**src/rtl/mux_rr_stage.sv**
```systemverilog
// Registered N-channel mux stage with fixed-select or round-robin arbitration,
// valid/ready on every input and a one-deep output register.
module mux_rr_stage #(
    parameter int unsigned WIDTH    = 4,
    parameter int unsigned CHANNELS = 4,
    localparam int unsigned SELW    = $clog2(CHANNELS)
) (
    input  logic                      clk,
    input  logic                      rst,
    input  logic                      mode,
    input  logic [SELW-1:0]           sel,
    input  logic [CHANNELS*WIDTH-1:0] in_data,
    input  logic [CHANNELS-1:0]       in_valid,
    output logic [CHANNELS-1:0]       in_ready,
    output logic [WIDTH-1:0]          out_data,
    output logic [SELW-1:0]           out_chan,
    output logic                      out_valid,
    input  logic                      out_ready
);

    logic [WIDTH-1:0] chan_data [CHANNELS];

    for (genvar i = 0; i < CHANNELS; i++) begin : g_unpack
        assign chan_data[i] = in_data[i*WIDTH +: WIDTH];
    end

    logic [WIDTH-1:0] out_data_q, out_data_d;
    logic [SELW-1:0]  out_chan_q, out_chan_d;
    logic             out_valid_q, out_valid_d;
    logic [SELW-1:0]  ptr_q, ptr_d;

    logic            grant_valid;
    logic [SELW-1:0] grant_idx;
    logic [SELW-1:0] scan_idx;
    logic            load_en;
    logic            xfer;

    // Scan farthest-first so the nearest valid channel after ptr wins; ptr itself is last.
    always_comb begin
        grant_valid = 1'b0;
        grant_idx   = '0;
        scan_idx    = '0;
        if (!mode) begin
            grant_valid = in_valid[sel];
            grant_idx   = sel;
        end else begin
            for (int k = CHANNELS; k >= 1; k--) begin
                scan_idx = ptr_q + SELW'(k);
                if (in_valid[scan_idx]) begin
                    grant_valid = 1'b1;
                    grant_idx   = scan_idx;
                end
            end
        end
    end

    assign load_en  = !out_valid_q || out_ready;
    assign xfer     = grant_valid && load_en && !rst;
    assign in_ready = xfer ? (CHANNELS'(1) << grant_idx) : '0;

    always_comb begin
        out_data_d  = out_data_q;
        out_chan_d  = out_chan_q;
        out_valid_d = out_valid_q;
        ptr_d       = ptr_q;
        if (xfer) begin
            out_data_d  = chan_data[grant_idx];
            out_chan_d  = grant_idx;
            out_valid_d = 1'b1;
            ptr_d       = grant_idx;
        end else if (out_ready) begin
            out_valid_d = 1'b0;
        end
    end

    always_ff @(posedge clk) begin
        if (rst) begin
            out_data_q  <= '0;
            out_chan_q  <= '0;
            out_valid_q <= 1'b0;
            ptr_q       <= SELW'(CHANNELS - 1);
        end else begin
            out_data_q  <= out_data_d;
            out_chan_q  <= out_chan_d;
            out_valid_q <= out_valid_d;
            ptr_q       <= ptr_d;
        end
    end

    assign out_data  = out_data_q;
    assign out_chan  = out_chan_q;
    assign out_valid = out_valid_q;

endmodule

```
**config.mk**
```make
export PLATFORM = sky130hd
export DESIGN_NAME = mux_rr_stage
export DESIGN_NICKNAME = d
export VERILOG_FILES = /design/src/rtl/mux_rr_stage.sv
export SDC_FILE = /design/constraint.sdc
export NUM_CORES = 1
export LEC_CHECK = 0
export CAP_MARGIN = 20
export CORE_MARGIN = 5
export CORE_UTILIZATION = 44
export DETAILED_ROUTE_END_ITERATION = 12
export DONT_BUFFER_PORTS = 1
export GPL_ROUTABILITY_DRIVEN = 0
export HOLD_SLACK_MARGIN = 0.06
export SYNTH_ARGS = -nofsm -noshare
export SYNTH_HDL_FRONTEND = slang
export SYNTH_SLANG_ARGS = --single-unit
```
**constraint.sdc**
```tcl
create_clock -name clk -period 1.66 [get_ports clk]
set_input_delay 0.332 -clock clk [delete_from_list [all_inputs] [get_ports clk]]
set_output_delay 0.332 -clock clk [all_outputs]
set_load 0.005 [all_outputs]
```
==> impl_results.md, run 1 <==
- Uppermost layer routed: met4
- R2r startpoint: ptr_q[1]
- Clk buf depth: 2
- Via count: 570
- CTS tree: yes
- Initial Util: roughly 48%
- CTS buffer count: 3
- DR vias/cell: roughly 6.1
- Async SR Flop Fraction: 0%
- Final setup fails: 4
- Tmin final: around 1.8 ns
- Met2 wire length: 794 um
- Util after Layout: a little over three fifths
- Post-cts hold buffer count: 0
- Tcrit/Tclk final: 106%
- Initial DRC Count: 2
- Metal3 WL: about 150 um
- Clock H-tree levels: 1
- RSZ-0062 raised after global routing: yes
- Synthesized instance count: 68
- Fillers: 113
- Status: complete, but fails checks
- Hold Crit Start: rst
- Worst slew pin tran: ~0.28 ns
- Initial antenna violation count: 0
- First-pass iteration count of the detailed router: 2
- Clk Tree Root Cell: clkbuf_4
- Pleak: approximately 0.30 nW
- First-pass GRT wire length: 2260 um
- Clock Skew: 0.00513 ns
- Final ANT Viol Nets: 0
- Unique cell type count in the Yosys netlist: 30
- CP max stage delay: between 0.3 and 0.4 ns
- Die outline height: ~48 um
- Worst setup EP type: output port
- Final worst slack: -0.0967 ns
- Fin Hold WS: about 0.14 ns
- Final Slew Violations: 0
- Failing checks: negative setup slack
- Grt total ovfl: 0
- Pwr dens: 776 mW/mm^2
- Post-synth EDFFs: 0
- Die ar.: 0.00232 mm^2
- Avg WL per Cell: approximately 17 um
- # IOs: 37
- FMAX: about 0.57 GHz
- Final net count: 105
- CORE AREA: about 0.0013 mm^2
- Row cnt: 13
- Peak fanout along the critical path: 6
- DRC violations left: 0
- Worst skew pair latency: 0.26 ns
- Layout cells sized above 1: a little under half
- Cell Chain, Critical Path: mux2i_1 > o221ai_1 > o22ai_2 > or2_4 > nor2b_2
- Clock sink count: 9
- Worst vdd ir: 360 uV
- Required time worst endpoint: about 1.3 ns
- WP data arrival: around 1.4 ns
- Pre-CTS setup slack: -0.00624 ns
- Drt total wl: 1570 um
- Worst min path class: input port to register
- Final hold violation count: 0
- Most common flop cell mapped by yosys: dfxtp_1
- Synth warnings: 0
- Worst Setup SP: ptr_q[1]
- Met1 Wirelength: 610 um
- Die width: between 40 and 50 um
- Area Growth Syn to Fin: 31.1%
- I/O Buffers: 0
- Crit Path Class: register to output port
- Pin count of the biggest net entering global routing: 11
- Gr usage total: between 10% and 20%
- Clk slew on worst S/H paths: 0.06 ns
- Post-Syn Area per Cell: around 9.4 um^2
- N_diodes: 0
- Vias in the first global route: ~570
- Relative slew slack: 81.1%
- Syn Nets: 94
- Crit path launch type: register
- #FFs+latches synth: 9
- Setup Total Neg Slack: -0.267 ns
- Max cap viols: 0
- Register area share after synthesis: roughly 28%
- Synth Cell Area: between 600 and 700 um^2
- Slowest CP cell: dfxtp_4
[what timing repair did]
action / in CTS / in global routing
pin swaps: 4 / 3
gates resized for setup: 12 / 12
buffers inserted: 3 / 1
endpoints found under the setup margin: 5 / 8
[metal layers]
| layer | vias up | global-route usage (%) |
|---|---|---|
| met4 | 0 | 8.06 |
| li1 | 278 | - |
| met2 | 24 | 21.4 |
| met1 | 266 | 17.6 |
| met5 | - | 0 |
| met3 | 2 | 2.95 |
[kinds of logic after synthesis]
family | count (synthesis) | synth area share (%)
simple gates | 25 | 23.8
buf+inv | 6 | 6.44
mux | 11 | 17.4
compound gates | 17 | 24.2
flops | 9 | 28.1
[placed cells by master (no fill, tap or decap), types with 3 or more instances in the layout]
master    count
mux2i_4       3
o221ai_2      5
dfxtp_1       7
clkbuf_4      3
mux2i_1       3
nand2_1       3
nor2_2        3
nand3b_1      4
buf_4         8
a21oi_1       4
mux2i_2       4
[critical path, delay by kind of cell (launching register included)]
kind,cells,cell delay [ns]
flip-flops,1,0.36
AND/OR/NAND/NOR,2,0.39
multiplexers,1,0.11
AO/OA/AOI/OAI,2,0.31
[registers in the layout, indices dropped and copies added, names as in the netlist]
signal / flops
out_data: 4
out_chan: 2
ptr_q: 2
out_valid: 1
[path summary, 6_finish.rpt]
kind / slack, ns / endpoint / cells after the start
max: -0.1 / in_ready[3] / 5
min: 0.14 / out_chan[0] / 1
max reg2reg: 0.07 / out_data[1] / 7
min reg2reg: 0.48 / out_chan[0] / 2
[cell usage after synthesis (2+ instances only)]
master | number | area, um^2
nand2b_1 | 2 | 12.5
nand2_1 | 3 | 11.3
nand3b_1 | 4 | 30.0
o221ai_2 | 4 | 60.1
nor2b_1 | 4 | 25.0
nor2_1 | 3 | 11.3
o21bai_1 | 2 | 15.0
dfxtp_1 | 9 | 180
o221ai_1 | 2 | 17.5
mux2i_1 | 10 | 100
a21oi_1 | 4 | 20.0
inv_1 | 2 | 7.51
buf_4 | 2 | 15.0
[power breakdown]
group          switching (mW)  internal, mW  leakage, nW
sequential             0.0238         0.244       0.0743
clock                  0.0739        0.0925       0.0150
combinational          0.0883         0.129        0.213
total                   0.186         0.466        0.303
[layout make-up]
class,count,area [um^2],share of cell area (%)
repair buffers,10,100,11.9
inverters,2,7.51,0.894
clock buffers,4,26.3,3.13
flip-flops and latches,9,185,22.1
multi-input cells,53,502,59.8
well taps,15,18.8,2.24
[through the flow]
stage	instance area [um^2]	power (mW)	std cells
finish	840	0.652	93
global route	840	0.684	93
CTS	769	0.626	92
detailed placement	683	0.433	85
global placement	683	0.430	85
floorplan	641	0.397	68
Note: power is estimated with default switching activity, not from simulation.
==> run 2: changes to the inputs <==
--- a/config.mk
+++ b/config.mk
@@ -5,6 +5,7 @@
 export SDC_FILE = /design/constraint.sdc
 export NUM_CORES = 1
 export LEC_CHECK = 0
+export ABC_AREA = 1
 export CAP_MARGIN = 20
 export CORE_MARGIN = 5
 export CORE_UTILIZATION = 44
@@ -15,3 +16,4 @@
 export SYNTH_ARGS = -nofsm -noshare
 export SYNTH_HDL_FRONTEND = slang
 export SYNTH_SLANG_ARGS = --single-unit
+export TNS_END_PERCENT = 50
==> impl_results.md, run 2 <==
- Status: complete, but fails checks
- Failing checks: negative setup slack
- Tot Pwr: 0.884 mW (+36%)
- CORE AREA: 0.00215 mm^2 (+61%)
- CTS buffer count: 3 (unchanged)
- Worst min path class: input port to register
- Util after Layout: 53.3% (-9.6 points)
- DR vias/cell: 4.69 (-24%)
- Row cnt: 17 (+4)
- Die ar.: 0.00322 mm^2 (+39%)
- Final worst slack: -0.312 ns (-0.215 ns)
- Hold Crit Start: rst
- DRC violations left: 0 (unchanged)
- Synth warnings: 0 (unchanged)
- Via count: 928 (+63%)
- #FFs+latches synth: 9 (unchanged)
- Fin Hold WS: 0.124 ns (-0.0140 ns)
- Synth top area cells: dfxtp_1 19%, nand2_1 12%, nand3_1 12%
- First-pass iteration count of the detailed router: 3 (+1)
- Post-synth EDFFs: 0 (unchanged)
- Clk buf depth: 2 (unchanged)
- Hold Path End: out_chan[0]
- Tmin final: 1.97 ns (+0.215 ns)
- Initial antenna violation count: 0 (unchanged)
- Clk slew on worst S/H paths: 0.06 ns (about the same)
- Peak fanout along the critical path: 5 (-1)
- Cell Chain, Critical Path: inv_2 > nand2_1 > nand2_4 > nand2_2 > nand2_2 > nand2_2 > nand2_2 > nand2_2 > nand3_4 > nand2_4 > inv_2 > nand2_2 > nor2_2
- CP max stage delay: 0.33 ns (-0.03 ns)
- Crit Path Class: register to output port
- Final hold violation count: 0 (unchanged)
- Pleak: 0.637 nW (+110%)
- Top-area cell type share of the netlist area: 18.7% (-9.4 points)
- Final setup fails: 8 (+4)
- FF-to-FF path depth: 17 (+10)
- Die outline height: 56.8 um (+18%)
- I/O Buffers: 0 (unchanged)
- Worst vdd ir: 458 uV (+27%)
- Pin count of the biggest net entering global routing: 10 (-1)
- Worst setup EP type: output port
- R2r startpoint: ptr_q[0]
- Final Cell Area: 0.00115 mm^2 (+37%)
- Register area share after synthesis: 18.7% (-9.4 points)
- # IOs: 37 (unchanged)
- Hold depth: 1 (unchanged)
- Final Slew Violations: 0 (unchanged)
- Pre-CTS setup slack: -0.0749 ns (-0.0686 ns)
- Drt total wl: 2310 um (+47%)
- Initial Util: 44.8% (-3.2 points)
- Layout cells sized above 1: 40.0% (-6.2 points)
- Synthesized instance count: 154 (+130%)
- Required time worst endpoint: 1.33 ns (about the same)
- Most common cell in the synthesized netlist: nand2_1
- Area leader, netlist: dfxtp_1
- Final net count: 197 (+88%)
- Commonest non-fill, non-tap cell in the layout: nand2_1
- Vias in the first global route: 915 (+60%)
- CTS tree: yes
- Commonest cells in the netlist: 32 x nand2_1, 29 x inv_1, 23 x nand3_1
- Clk Tree Root Cell: clkbuf_4
- Final HPWL DP: ~1900 um
- Worst slew pin tran: 0.210 ns (-0.0718 ns)
- Worst skew pair latency: 0.26 ns (about the same)
- Async SR Flop Fraction: 0% (unchanged)
- Area Growth Syn to Fin: 19.1%
- Crit path launch type: register
- Syn Nets: 180 (+91%)
- Most common flop cell mapped by yosys: dfxtp_1
- Clock H-tree levels: 1 (unchanged)
- WP data arrival: 1.64 ns (+0.22 ns)
- Fillers: 232 (+110%)
- Gr usage total: 14.3% (+0.48 points)
- N_diodes: 0 (unchanged)
- WP buf/inv: 2 (+2)
- Max reg flops: 4 (unchanged)
- Cell mode on critical path: nand2_2
- Pwr dens: 772 mW/mm^2 (-0.63%)
- FMAX: 0.507 GHz (-11%)
- Final ANT Viol Nets: 0 (unchanged)
- Initial DRC Count: 10 (+8)
- Critical path's top delay family: simple AND/OR/NAND/NOR gates
- Avg WL per Cell: 11.6 um (-31%)
- Post-Syn Area per Cell: 6.25 um^2 (-34%)
- First-pass GRT wire length: 3760 um (+67%)
- Setup slack, reg-to-reg: -0.15 ns (-0.22 ns)
- Clock sink count: 9 (unchanged)
- Clock Skew: 0.000878 ns (-0.00425 ns)
- Post-DP Area: 0.00108 mm^2 (+58%)
- Unique cell type count in the Yosys netlist: 26 (-13%)
- Die width: 56.8 um (+18%)
- RSZ-0062 raised after global routing: yes
- Tcrit/Tclk final: 119% (+13 points)
- Max cap viols: 0 (unchanged)
- Grt total ovfl: 0 (unchanged)
- Synth Cell Area: 962 um^2 (+50%)
- Worst reg2reg endpoint: out_data[2]
- Slowest CP cell: dfxtp_2
- Relative slew slack: 85.9% (+4.9 points)
- Commonest cells after routing, fill and taps aside: 30 x nand2_1, 29 x inv_1, 21 x nand3_1
[run 2: layout make-up]
class	instances	area, um^2	area share (%)
clock buffer	4	26.3	2.29
inverter	37	151	13.2
multi-input combinational	105	632	55.1
sequential	9	185	16.2
tap	28	35.0	3.06
timing repair buffer	15	116	10.2
[run 2: routing by layer]
layer	up-vias	wire, um	GRT usage [%]
li1	498	-	-
met5	-	0	0
met2	26	1170	26.2
met1	398	997	16.0
met3	6	114	3.68
met4	0	24	4.30
[run 2: what timing repair did]
| item | in CTS | in global routing |
|---|---|---|
| pin swaps | 1 | 1 |
| setup buffers | 1 | 1 |
| resized for setup | 8 | 6 |
| gates cloned | 0 | 0 |
| hold buffers | 0 | 0 |
| endpoints found under the setup margin | 8 | 11 |
[run 2: per-stage QoR]
stage,std cells,setup TNS [ns]
after CTS,197,-1.33
after floorplan,154,-0.235
after detailed placement,193,-0.438
after global routing,198,-2.77
final,198,-1.76
after global placement,193,-0.211
[run 2: report_power, final]
part           internal (mW)  leakage (nW)  switching, mW
Combinational          0.193         0.548          0.257
Clock                 0.0926        0.0150         0.0763
Sequential             0.240        0.0740         0.0257
[run 2: logic make-up (layout without fill, tap and decap cells)]
group                  count (synthesis)  count (layout)  synth area share [%]
DFF                                    9               9                  18.7
and+or+nand+nor                       95              95                  53.7
AOI/OAI and AO/OA                     10              10                  7.28
buffers and inverters                 40              56                  20.3
[run 2: worst max-delay path by stage]
stage	end	cells after the start	from	slack, ns
2_1_floorplan	in_ready[0]	15	ptr_q[0]	-0.07
3_5_place_dp	in_ready[1]	14	ptr_q[0]	-0.07
6_report	in_ready[3]	13	ptr_q[1]	-0.31
4_1_cts	in_ready[0]	14	ptr_q[0]	-0.31
3_3_place_gp	in_ready[1]	12	ptr_q[0]	-0.05
5_1_grt	in_ready[0]	14	ptr_q[0]	-0.43
[run 2: worst register-to-register path, stage by stage, from the launching register on]
cell and delay [ns]:
dfxtp_4 0.42, inv_8 0.07, nand2_2 0.06, nand2_2 0.06, nand2_2 0.07, nand2_2 0.07, nand2_2 0.08, nand2_2 0.05
nand2_2 0.07, nand3_4 0.08, buf_4 0.13, buf_4 0.12, buf_6 0.12, nand3_1 0.06, nand3_1 0.09, nand3_1 0.10
nand2_1 0.05, inv_1 0.04
